--- config.mk ---
export PLATFORM = sky130hd
export DESIGN_NAME = spi_master_flat
export DESIGN_NICKNAME = d
export VERILOG_FILES = /design/src/rtl/spi_master_if.sv /design/src/rtl/spi_master.sv /design/src/flat_wrapper.sv
export SDC_FILE = /design/constraint.sdc
export NUM_CORES = 1
export LEC_CHECK = 0
export ABC_AREA = 1
export CELL_PAD_IN_SITES_DETAIL_PLACEMENT = 0
export CELL_PAD_IN_SITES_GLOBAL_PLACEMENT = 2
export CORE_MARGIN = 2
export CORE_UTILIZATION = 32
export CTS_CLUSTER_SIZE = 14
export DETAILED_ROUTE_END_ITERATION = 16
export PLACE_DENSITY = 0.89
export SKIP_CTS_REPAIR_TIMING = 1
export SLEW_MARGIN = 20
export SYNTH_ARGS = -nofsm -noshare
export SYNTH_HDL_FRONTEND = slang
export SYNTH_SLANG_ARGS = --single-unit
--- constraint.sdc ---
create_clock -name clk_in -period 2.6 [get_ports clk_in]
set_input_delay 0.52 -clock clk_in [delete_from_list [all_inputs] [get_ports clk_in]]
set_output_delay 0.52 -clock clk_in [all_outputs]
set_load 0.1 [all_outputs]
--- src/rtl/spi_master_if.sv ---
// spi_master_if: word handshake between a producer and the SPI master engine.
// master drives tx words; slave is the engine that accepts them and returns rx.
interface spi_master_if #(
    parameter int DATA_W = 8
);
    logic [DATA_W-1:0] tx_data_in;
    logic              tx_valid_in;
    logic              tx_ready_out;
    logic [DATA_W-1:0] rx_data_out;
    logic              rx_valid_out;

    modport master (
        output tx_data_in, tx_valid_in,
        input  tx_ready_out, rx_data_out, rx_valid_out
    );

    modport slave (
        input  tx_data_in, tx_valid_in,
        output tx_ready_out, rx_data_out, rx_valid_out
    );
endinterface

--- src/rtl/spi_master.sv ---
// spi_master: SPI master transfer engine with CPOL/CPHA/LSBFE framing.
// Mode-fault detection on ss_in is built only when SPI_MASTER_MODF_EN is defined.
module spi_master #(
    parameter int DATA_W = 8,
    parameter int DIV_W  = 8
) (
    input  logic             clk_in,
    input  logic             rstn_in,
    input  logic [7:0]       spi_cr1_in,
    input  logic [DIV_W-1:0] clk_div_in,
    spi_master_if.slave      bus,
    output logic             busy_out,
    output logic             modf_out,
    output logic             sck_out,
    output logic             mosi_out,
    input  logic             miso_in,
    output logic             ss_out,
    input  logic             ss_in
);
    typedef enum logic [1:0] {IDLE, SETUP, TRANS, FINISH} state_t;

    localparam int            EW   = $clog2(2*DATA_W+1);
    localparam logic [EW-1:0] LAST = EW'(2*DATA_W);

    state_t            r_state, w_state_nxt;
    logic [DATA_W-1:0] r_tx, r_rx, r_rx_data, w_rx_ord;
    logic [DIV_W-1:0]  r_div, r_cnt;
    logic [EW-1:0]     r_edge, w_edge_nxt;
    logic              r_cpol, r_cpha, r_lsb, r_ssoe, r_sck;
    logic              r_rx_valid, r_modf;
    logic              w_en, w_active, w_freeze, w_ready, w_accept;
    logic              w_tick, w_abort, w_modf;
    logic              w_odd, w_sample, w_advance;

    assign w_en     = spi_cr1_in[7] & spi_cr1_in[6];
    assign w_active = (r_state != IDLE);
    assign w_freeze = spi_cr1_in[0];

`ifdef SPI_MASTER_MODF_EN
    assign w_modf  = w_active & spi_cr1_in[1] & ~r_ssoe & ~ss_in;
    assign w_ready = (r_state == IDLE) & w_en & ss_in;
`else
    logic w_unused;
    assign w_unused = ss_in ^ spi_cr1_in[1];
    assign w_modf   = 1'b0;
    assign w_ready  = (r_state == IDLE) & w_en;
`endif

    assign w_abort  = w_active & (~w_en | w_modf);
    assign w_accept = bus.tx_valid_in & w_ready;
    assign w_tick   = w_active & ~w_freeze & (r_cnt == r_div);

    // Edge numbering is 1-based; CPHA picks which parity samples.
    assign w_edge_nxt = r_edge + EW'(1);
    assign w_odd      = w_edge_nxt[0];
    assign w_sample   = w_odd ^ r_cpha;
    assign w_advance  = r_cpha ? (w_odd & (w_edge_nxt != EW'(1)))
                               : (~w_odd & (w_edge_nxt != LAST));

    always_comb begin
        w_rx_ord = r_rx;
        if (r_lsb) begin
            for (int i = 0; i < DATA_W; i++) begin
                w_rx_ord[i] = r_rx[DATA_W-1-i];
            end
        end
    end

    always_ff @(posedge clk_in or negedge rstn_in) begin
        if (!rstn_in) begin
            r_state <= IDLE;
        end else begin
            r_state <= w_state_nxt;
        end
    end

    always_comb begin
        w_state_nxt = r_state;
        unique case (r_state)
            IDLE:    if (w_accept) w_state_nxt = SETUP;
            SETUP:   if (w_tick) w_state_nxt = TRANS;
            TRANS:   if (w_tick && w_edge_nxt == LAST) w_state_nxt = FINISH;
            FINISH:  if (w_tick) w_state_nxt = IDLE;
            default: w_state_nxt = IDLE;
        endcase
        if (w_abort) w_state_nxt = IDLE;
    end

    always_ff @(posedge clk_in or negedge rstn_in) begin
        if (!rstn_in) begin
            r_tx       <= '0;
            r_rx       <= '0;
            r_rx_data  <= '0;
            r_div      <= '0;
            r_cnt      <= '0;
            r_edge     <= '0;
            r_cpol     <= 1'b0;
            r_cpha     <= 1'b0;
            r_lsb      <= 1'b0;
            r_ssoe     <= 1'b0;
            r_sck      <= 1'b0;
            r_rx_valid <= 1'b0;
            r_modf     <= 1'b0;
        end else begin
            r_rx_valid <= 1'b0;
            r_modf     <= 1'b0;
            if (w_accept) begin
                r_tx   <= bus.tx_data_in;
                r_cpol <= spi_cr1_in[5];
                r_cpha <= spi_cr1_in[4];
                r_ssoe <= spi_cr1_in[3];
                r_lsb  <= spi_cr1_in[2];
                r_div  <= clk_div_in;
                r_sck  <= spi_cr1_in[5];
                r_cnt  <= '0;
                r_edge <= '0;
            end else if (w_abort) begin
                r_modf <= w_modf;
            end else if (w_active && !w_freeze) begin
                r_cnt <= w_tick ? '0 : r_cnt + DIV_W'(1);
                if (w_tick && r_state == TRANS) begin
                    r_sck  <= ~r_sck;
                    r_edge <= w_edge_nxt;
                    if (w_sample) r_rx <= {r_rx[DATA_W-2:0], miso_in};
                    if (w_advance) begin
                        r_tx <= r_lsb ? {1'b0, r_tx[DATA_W-1:1]}
                                      : {r_tx[DATA_W-2:0], 1'b0};
                    end
                end
                if (w_tick && r_state == FINISH) begin
                    r_rx_data  <= w_rx_ord;
                    r_rx_valid <= 1'b1;
                end
            end
        end
    end

    assign bus.tx_ready_out = w_ready;
    assign bus.rx_data_out  = r_rx_data;
    assign bus.rx_valid_out = r_rx_valid;
    assign busy_out         = w_active;
    assign modf_out         = r_modf;
    assign sck_out          = w_active ? r_sck : spi_cr1_in[5];
    assign mosi_out         = r_lsb ? r_tx[0] : r_tx[DATA_W-1];
    assign ss_out           = ~(w_active & r_ssoe);
endmodule

--- src/flat_wrapper.sv ---
// flat-port wrapper written by rule: the top's interface ports become plain ports
module spi_master_flat 
#(
    parameter int DATA_W = 8,
    parameter int DIV_W  = 8
)
  (clk_in, rstn_in, spi_cr1_in, clk_div_in, busy_out, modf_out, sck_out, mosi_out, miso_in, ss_out, ss_in, bus_tx_data_in, bus_tx_valid_in, bus_tx_ready_out, bus_rx_data_out, bus_rx_valid_out);
  spi_master_if #(.DATA_W(DATA_W)) bus_i ();
  input  logic clk_in;
  input  logic rstn_in;
  input  logic [7:0] spi_cr1_in;
  input  logic [DIV_W-1:0] clk_div_in;
  output logic busy_out;
  output logic modf_out;
  output logic sck_out;
  output logic mosi_out;
  input  logic miso_in;
  output logic ss_out;
  input  logic ss_in;
  input wire logic [$bits(bus_i.tx_data_in)-1:0] bus_tx_data_in;
  input wire logic [$bits(bus_i.tx_valid_in)-1:0] bus_tx_valid_in;
  output wire logic [$bits(bus_i.tx_ready_out)-1:0] bus_tx_ready_out;
  output wire logic [$bits(bus_i.rx_data_out)-1:0] bus_rx_data_out;
  output wire logic [$bits(bus_i.rx_valid_out)-1:0] bus_rx_valid_out;
  assign bus_i.tx_data_in = bus_tx_data_in;
  assign bus_i.tx_valid_in = bus_tx_valid_in;
  assign bus_tx_ready_out = bus_i.tx_ready_out;
  assign bus_rx_data_out = bus_i.rx_data_out;
  assign bus_rx_valid_out = bus_i.rx_valid_out;
  spi_master #(.DATA_W(DATA_W), .DIV_W(DIV_W)) u_core (.clk_in(clk_in), .rstn_in(rstn_in), .spi_cr1_in(spi_cr1_in), .clk_div_in(clk_div_in), .bus(bus_i), .busy_out(busy_out), .modf_out(modf_out), .sck_out(sck_out), .mosi_out(mosi_out), .miso_in(miso_in), .ss_out(ss_out), .ss_in(ss_in));
endmodule
# After elaboration in Yosys (flattened, before gate mapping)
# Cells that the tools add are included.
# totals
ram_bits,0
output_inout_bits,15
romBits,0
elab_cells,91
memories,0
latchBits,0
reg_bits,52
# classes
magnitude_cmp,0
muxes,32
n_eq_ne,12
multipliers,0
div,0
addsub,2
bitwise,17
reduce_logical,16
n_shift,0
# op_table
cell,n
2-to-1 mux 8 bit,11
2-to-1 mux 5 bit,4
!= test 3 x 1 -> 1 bit (second input constant),4
AND reduction 4 bit,3
2-to-1 mux 1 bit,11
2-to-1 mux 2 bit,5
bitwise AND 1 bit,9
adder 8 x 1 -> 8 bit (second input constant),1
equality test 8 bit,1
case mux 2 bit (4 select lines),1
nonzero test 2 bit,4
inverter 1 bit,7
adder 5 x 1 -> 5 bit (second input constant),1
equality test 5 bit (second input constant),1
!= test 5 x 1 -> 1 bit (second input constant),1
!= test 5 bit (second input constant),1
AND reduction 5 bit,1
equality test 2 bit (second input constant),2
logical AND 1 bit,4
AND reduction 3 bit,1
equality test 2 x 1 -> 1 bit (second input constant),1
logical NOT 2 bit,1
!= test 2 x 1 -> 1 bit (second input constant),1
AND reduction 2 bit,1
2 further kinds,2

# Logic depth before layout (Yosys ltp)
# logic_depth
ltp_word,9
ltp_mapped,13

# Worst setup path before layout
# OpenSTA, ideal clock, no wires.
# synth_path
path_kind,register to register
from,register u_core.r_state[0]
to,register u_core.r_sck
arrival_time_ns,2.465
path_slack_ns,0.012
period_less_slack_ns,2.588
n_path_buf,2
stages_incl_launch_ff,14
setup_time_ns,0.123
t_required_ns,2.477
path_cell_list,dfrtp_1 > inv_1 > ha_1 > inv_2 > nor2_4 > nand2_4 > inv_4 > buf_6 > o21ai_4 > inv_6 > nand2_4 > buf_6 > nand2_2 > o21ai_2
# synth_between
elab_chain_len,6
# synth_rtl
item,line,rtl
from (decl),spi_master.sv:25,"state_t r_state, w_state_nxt;"
from (signal assigned),spi_master.sv:73,r_state <= w_state_nxt;
nonzero test 2 bit *,spi_master.sv:36,assign w_active = (r_state != IDLE);
via busy_out,flat_wrapper.sv:13,output logic busy_out;
bitwise AND 1 bit (2 in series),spi_master.sv:51,assign w_tick = w_active & ~w_freeze & (r_cnt == r_div);
logical AND 1 bit,spi_master.sv:121,if (w_tick && r_state == TRANS) begin
nonzero test 2 bit (no source line),--,
AND reduction 3 bit (no source line) *,--,
to (signal assigned),spi_master.sv:114,r_sck <= spi_cr1_in[5];
to (signal assigned),spi_master.sv:122,r_sck <= ~r_sck;
to (decl),spi_master.sv:29,"logic r_cpol, r_cpha, r_lsb, r_ssoe, r_sck;"
# Mark *: on every way through the listed nets, which the timed path passes. The rest lies on a longest branch.
# A chain may end at the register's enable or synchronous reset.

# Worst setup path after layout
# layout_path
from,register u_core.r_state[0]
to,output bus_tx_ready_out
# layout_between
elab_chain_len,2
# layout_rtl
item,line,rtl
logical NOT 2 bit,spi_master.sv:46,assign w_ready = (r_state == IDLE) & w_en;
bitwise AND 1 bit,spi_master.sv:46,
to (decl),flat_wrapper.sv:22,output wire logic [$bits(bus_i.tx_ready_out)-1:0] bus_tx_ready_out;
# No other way between the ends.

==> run metrics <==
number of placement rows=35; initial antenna violation count=0; stage delay of the slowest cell on the critical path=0.44 ns; total negative slack=0 ns; Fillers=984; slew margin rel.=53.9%; fraction of final layout cells sized beyond drive strength 1=18.9%; aggregate routed wire length=6.52 mm; Mapped Cells=376; total power per unit cell area=908 mW/mm²; initial drt markers=165; global-route wire length before repair=11.5 mm; largest cells by area after synthesis=sky130_fd_sc_hd__dfrtp_1 43%, sky130_fd_sc_hd__nand2_1 16%, sky130_fd_sc_hd__o21ai_2 5.8%; DRC violation count after routing=0; max-cap violations=0; Achievable Freq=459 MHz; Warnings, synthesis=0; number of top-level pins=44; number of antenna cells inserted=0; via count of the first global-routing pass=2,450; setup clock skew after layout=0.00729 ns; nature of the critical path endpoint=output pin; antenna viol nets, final=0; Worst Path Max Fanout=5; worst hold-check path type=input pin to asynchronous set/reset pin; number of H-tree levels=2; register bit count reported by yosys=52; actual slew at the worst max-slew pin=0.691 ns; cell-by-cell listing of the critical path=inv_1 > ha_1 > inv_2 > nor2_4 > buf_12; Req. time, crit path=2.08 ns; number of optimization iterations in the first detailed-route pass=4; run status=finished clean; category of the worst setup path launch point=flop; vertical extent of the die=101 µm; time the final worst path needs with I/O delays and setup=2.18 ns; clk root buf=sky130_fd_sc_hd__clkbuf_8; HPWL after detailed placement=4.69 mm; clock latency at the later pin of the worst-skew pair=0.31 ns; clock edge transition at the registers on the reported setup and hold paths=0.10 ns; kind of critical path=flop to output pin; Worst path slowest cell=sky130_fd_sc_hd__dfrtp_1; synthesis-to-layout area growth=21.0%; floorplan die width=101 µm; number of nets produced by synthesis=413; top cell type by total area after synthesis=sky130_fd_sc_hd__dfrtp_1; aggregate global routing overflow=0; power dissipated by switching net loads=1.48 mW; Register Area=0.00130 mm²; die area=0.0102 mm²; hold violation total from the final report=0; CP arrival=1.66 ns; setup violation total in the final timing report=0; clock sink count=52; power consumption=3.32 mW; clock tree from TritonCTS=built; Cell Area, Synth=0.00302 mm²; switching part of the total power=44.5%; part of the total power dissipated in combinational logic=47.2%; TritonCTS Buffers=5; number of buffers on the longest clock path=2; multi-input combinational cell area=0.00147 mm²; Post-layout nets=454; leakage power=1.74 nW; WL/cell=12.3 µm; via density per instance=4.63; RePlAce Congestion=0.788; maximum number of pins on one net before global-route repair=53; vias post-DR=2,447; Internal Power=1.84 mW; number of enable flip-flop cells after synthesis=0; fraction of post-synthesis cell area in the top cell type by area=43.1%; max-slew violation count=0; Post-synth ARST share=100%; average cell area after synthesis=8.04 µm²; sequential share of power=35.3%; Primary FF master, synth=sky130_fd_sc_hd__dfrtp_1; Netlist cell types=40; setup repair after global routing missed its margin=no; area of the core=0.00920 mm²; peak ir drop on the vdd network=0.999 mV; period utilization=83.8%; post-synthesis sequential area ratio=43.1%; clock network fraction of total power=17.5%; effective utilization at floorplan=32.9%; All-Layer GR Usage=14.0%; number of buffers added on ports=40
-- placed cells by master (no fill, tap or decap), types with 3 or more instances in the layout --
master,n
sky130_fd_sc_hd__nand2_2,8
sky130_fd_sc_hd__buf_12,5
sky130_fd_sc_hd__nand4_1,12
sky130_fd_sc_hd__dfrtp_1,52
sky130_fd_sc_hd__clkdlybuf4s50_1,25
sky130_fd_sc_hd__a31oi_1,7
sky130_fd_sc_hd__ha_1,8
sky130_fd_sc_hd__buf_4,17
sky130_fd_sc_hd__o21ai_0,21
sky130_fd_sc_hd__nor2_1,25
sky130_fd_sc_hd__inv_2,3
sky130_fd_sc_hd__o21ai_2,20
sky130_fd_sc_hd__nand3_1,18
sky130_fd_sc_hd__nand2_1,125
sky130_fd_sc_hd__clkbuf_8,5
sky130_fd_sc_hd__nor2_4,3
sky130_fd_sc_hd__inv_1,31
-- state kept, by name, summed over array words and instances, names as in the netlist --
register	cells
u_core.r_cpha	1
u_core.r_lsb	1
u_core.r_state	2
u_core.bus.rx_data_out	8
u_core.r_rx	8
u_core.r_tx	8
u_core.bus.rx_valid_out	1
u_core.r_ssoe	1
u_core.r_div	8
u_core.r_edge	5
u_core.r_cnt	8
u_core.r_sck	1
-- cells by family (layout without fill, tap and decap cells) --
kind of cell	after synthesis	after routing	synth area share (%)
and+or+nand+nor	203	203	30.9
AOI/OAI and AO/OA	57	57	13.1
DFF	52	52	43.1
buffers and inverters	51	93	8.28
adders and majority gates	8	8	3.31
xor gates and xnor gates	4	4	1.16
other	1	1	0.124
-- power groups by stage --
stage	logic [mW]	registers, mW	clock network, mW
floorplan	1.17	1.17	0
global placement	1.56	1.18	0
detailed placement	1.58	1.19	0
CTS	1.58	1.17	0.607
global route	1.76	1.20	0.636
finish	1.57	1.17	0.582
-- metrics by stage --
| step | std cells | hold slack (ns) | utilization [%] | cell area [µm²] | setup slack (ns) |
|---|---|---|---|---|---|
| 3_3_place_gp | 521 | 0.469 | 38.5 | 3540 | 0.309 |
| 6_report | 529 | 0.328 | 39.8 | 3660 | 0.422 |
| 2_1_floorplan | 376 | 0.224 | - | 3020 | 0.0118 |
| 3_5_place_dp | 521 | 0.469 | 38.5 | 3540 | 0.288 |
| 4_1_cts | 529 | 0.361 | 39.8 | 3660 | 0.402 |
| 5_1_grt | 529 | 0.394 | 39.8 | 3660 | 0.274 |
-- metal layers --
layer	global-route usage [%]	vias to the layer above	share of wire [%]	wire length (µm)
li1	-	1288	-	-
met1	19.5	1104	50	3260
met2	22.5	49	45	2900
met3	2.76	6	4.3	280
met4	3.43	0	1.1	72
met5	0	-	0	0
-- synthesized netlist by cell type, drive strengths merged, types with 2 or more instances --
library cell	n
o21a	2
a31oi	7
nand3	22
xnor2	2
nor2	29
ha	8
a21oi	2
nor3	3
xor2	2
clkbuf	5
nand2	135
inv	36
buf	9
dfrtp	52
nand4	12
o21ai	43
-- path summary, 6_finish.rpt --
kind / from / endpoint / slack [ns] / depth (start not counted)
max reg2reg: u_core.r_state[0] / u_core.r_rx[0] / 0.43 / 12
max: u_core.r_state[0] / bus_tx_ready_out / 0.42 / 5
max in group asynchronous: rstn_in / u_core.r_tx[7] / 1.82 / 2
min reg2reg: u_core.bus.rx_data_out[2] / u_core.bus.rx_data_out[2] / 0.49 / 2
min in group clk_in: u_core.bus.rx_data_out[2] / u_core.bus.rx_data_out[2] / 0.49 / 2
min: rstn_in / u_core.r_div[6] / 0.33 / 2
-- final cells by class --
class / instances / share of cell area (%)
multi-input combinational: 273 / 40.2
sequential: 52 / 35.6
timing repair buffer: 48 / 13.2
inverter: 37 / 4.04
tap: 111 / 3.80
clock buffer: 5 / 1.88
clock inverter: 3 / 1.27
-- worst max-delay path, delay by kind of cell, from the launching register on --
family                     cells  cell delay (ns)
buffers and inverters          3             0.44
DFF                            1             0.44
and+or+nand+nor                1             0.18
adders and majority gates      1             0.28
No activity file was read; power rests on OpenSTA's default activity.
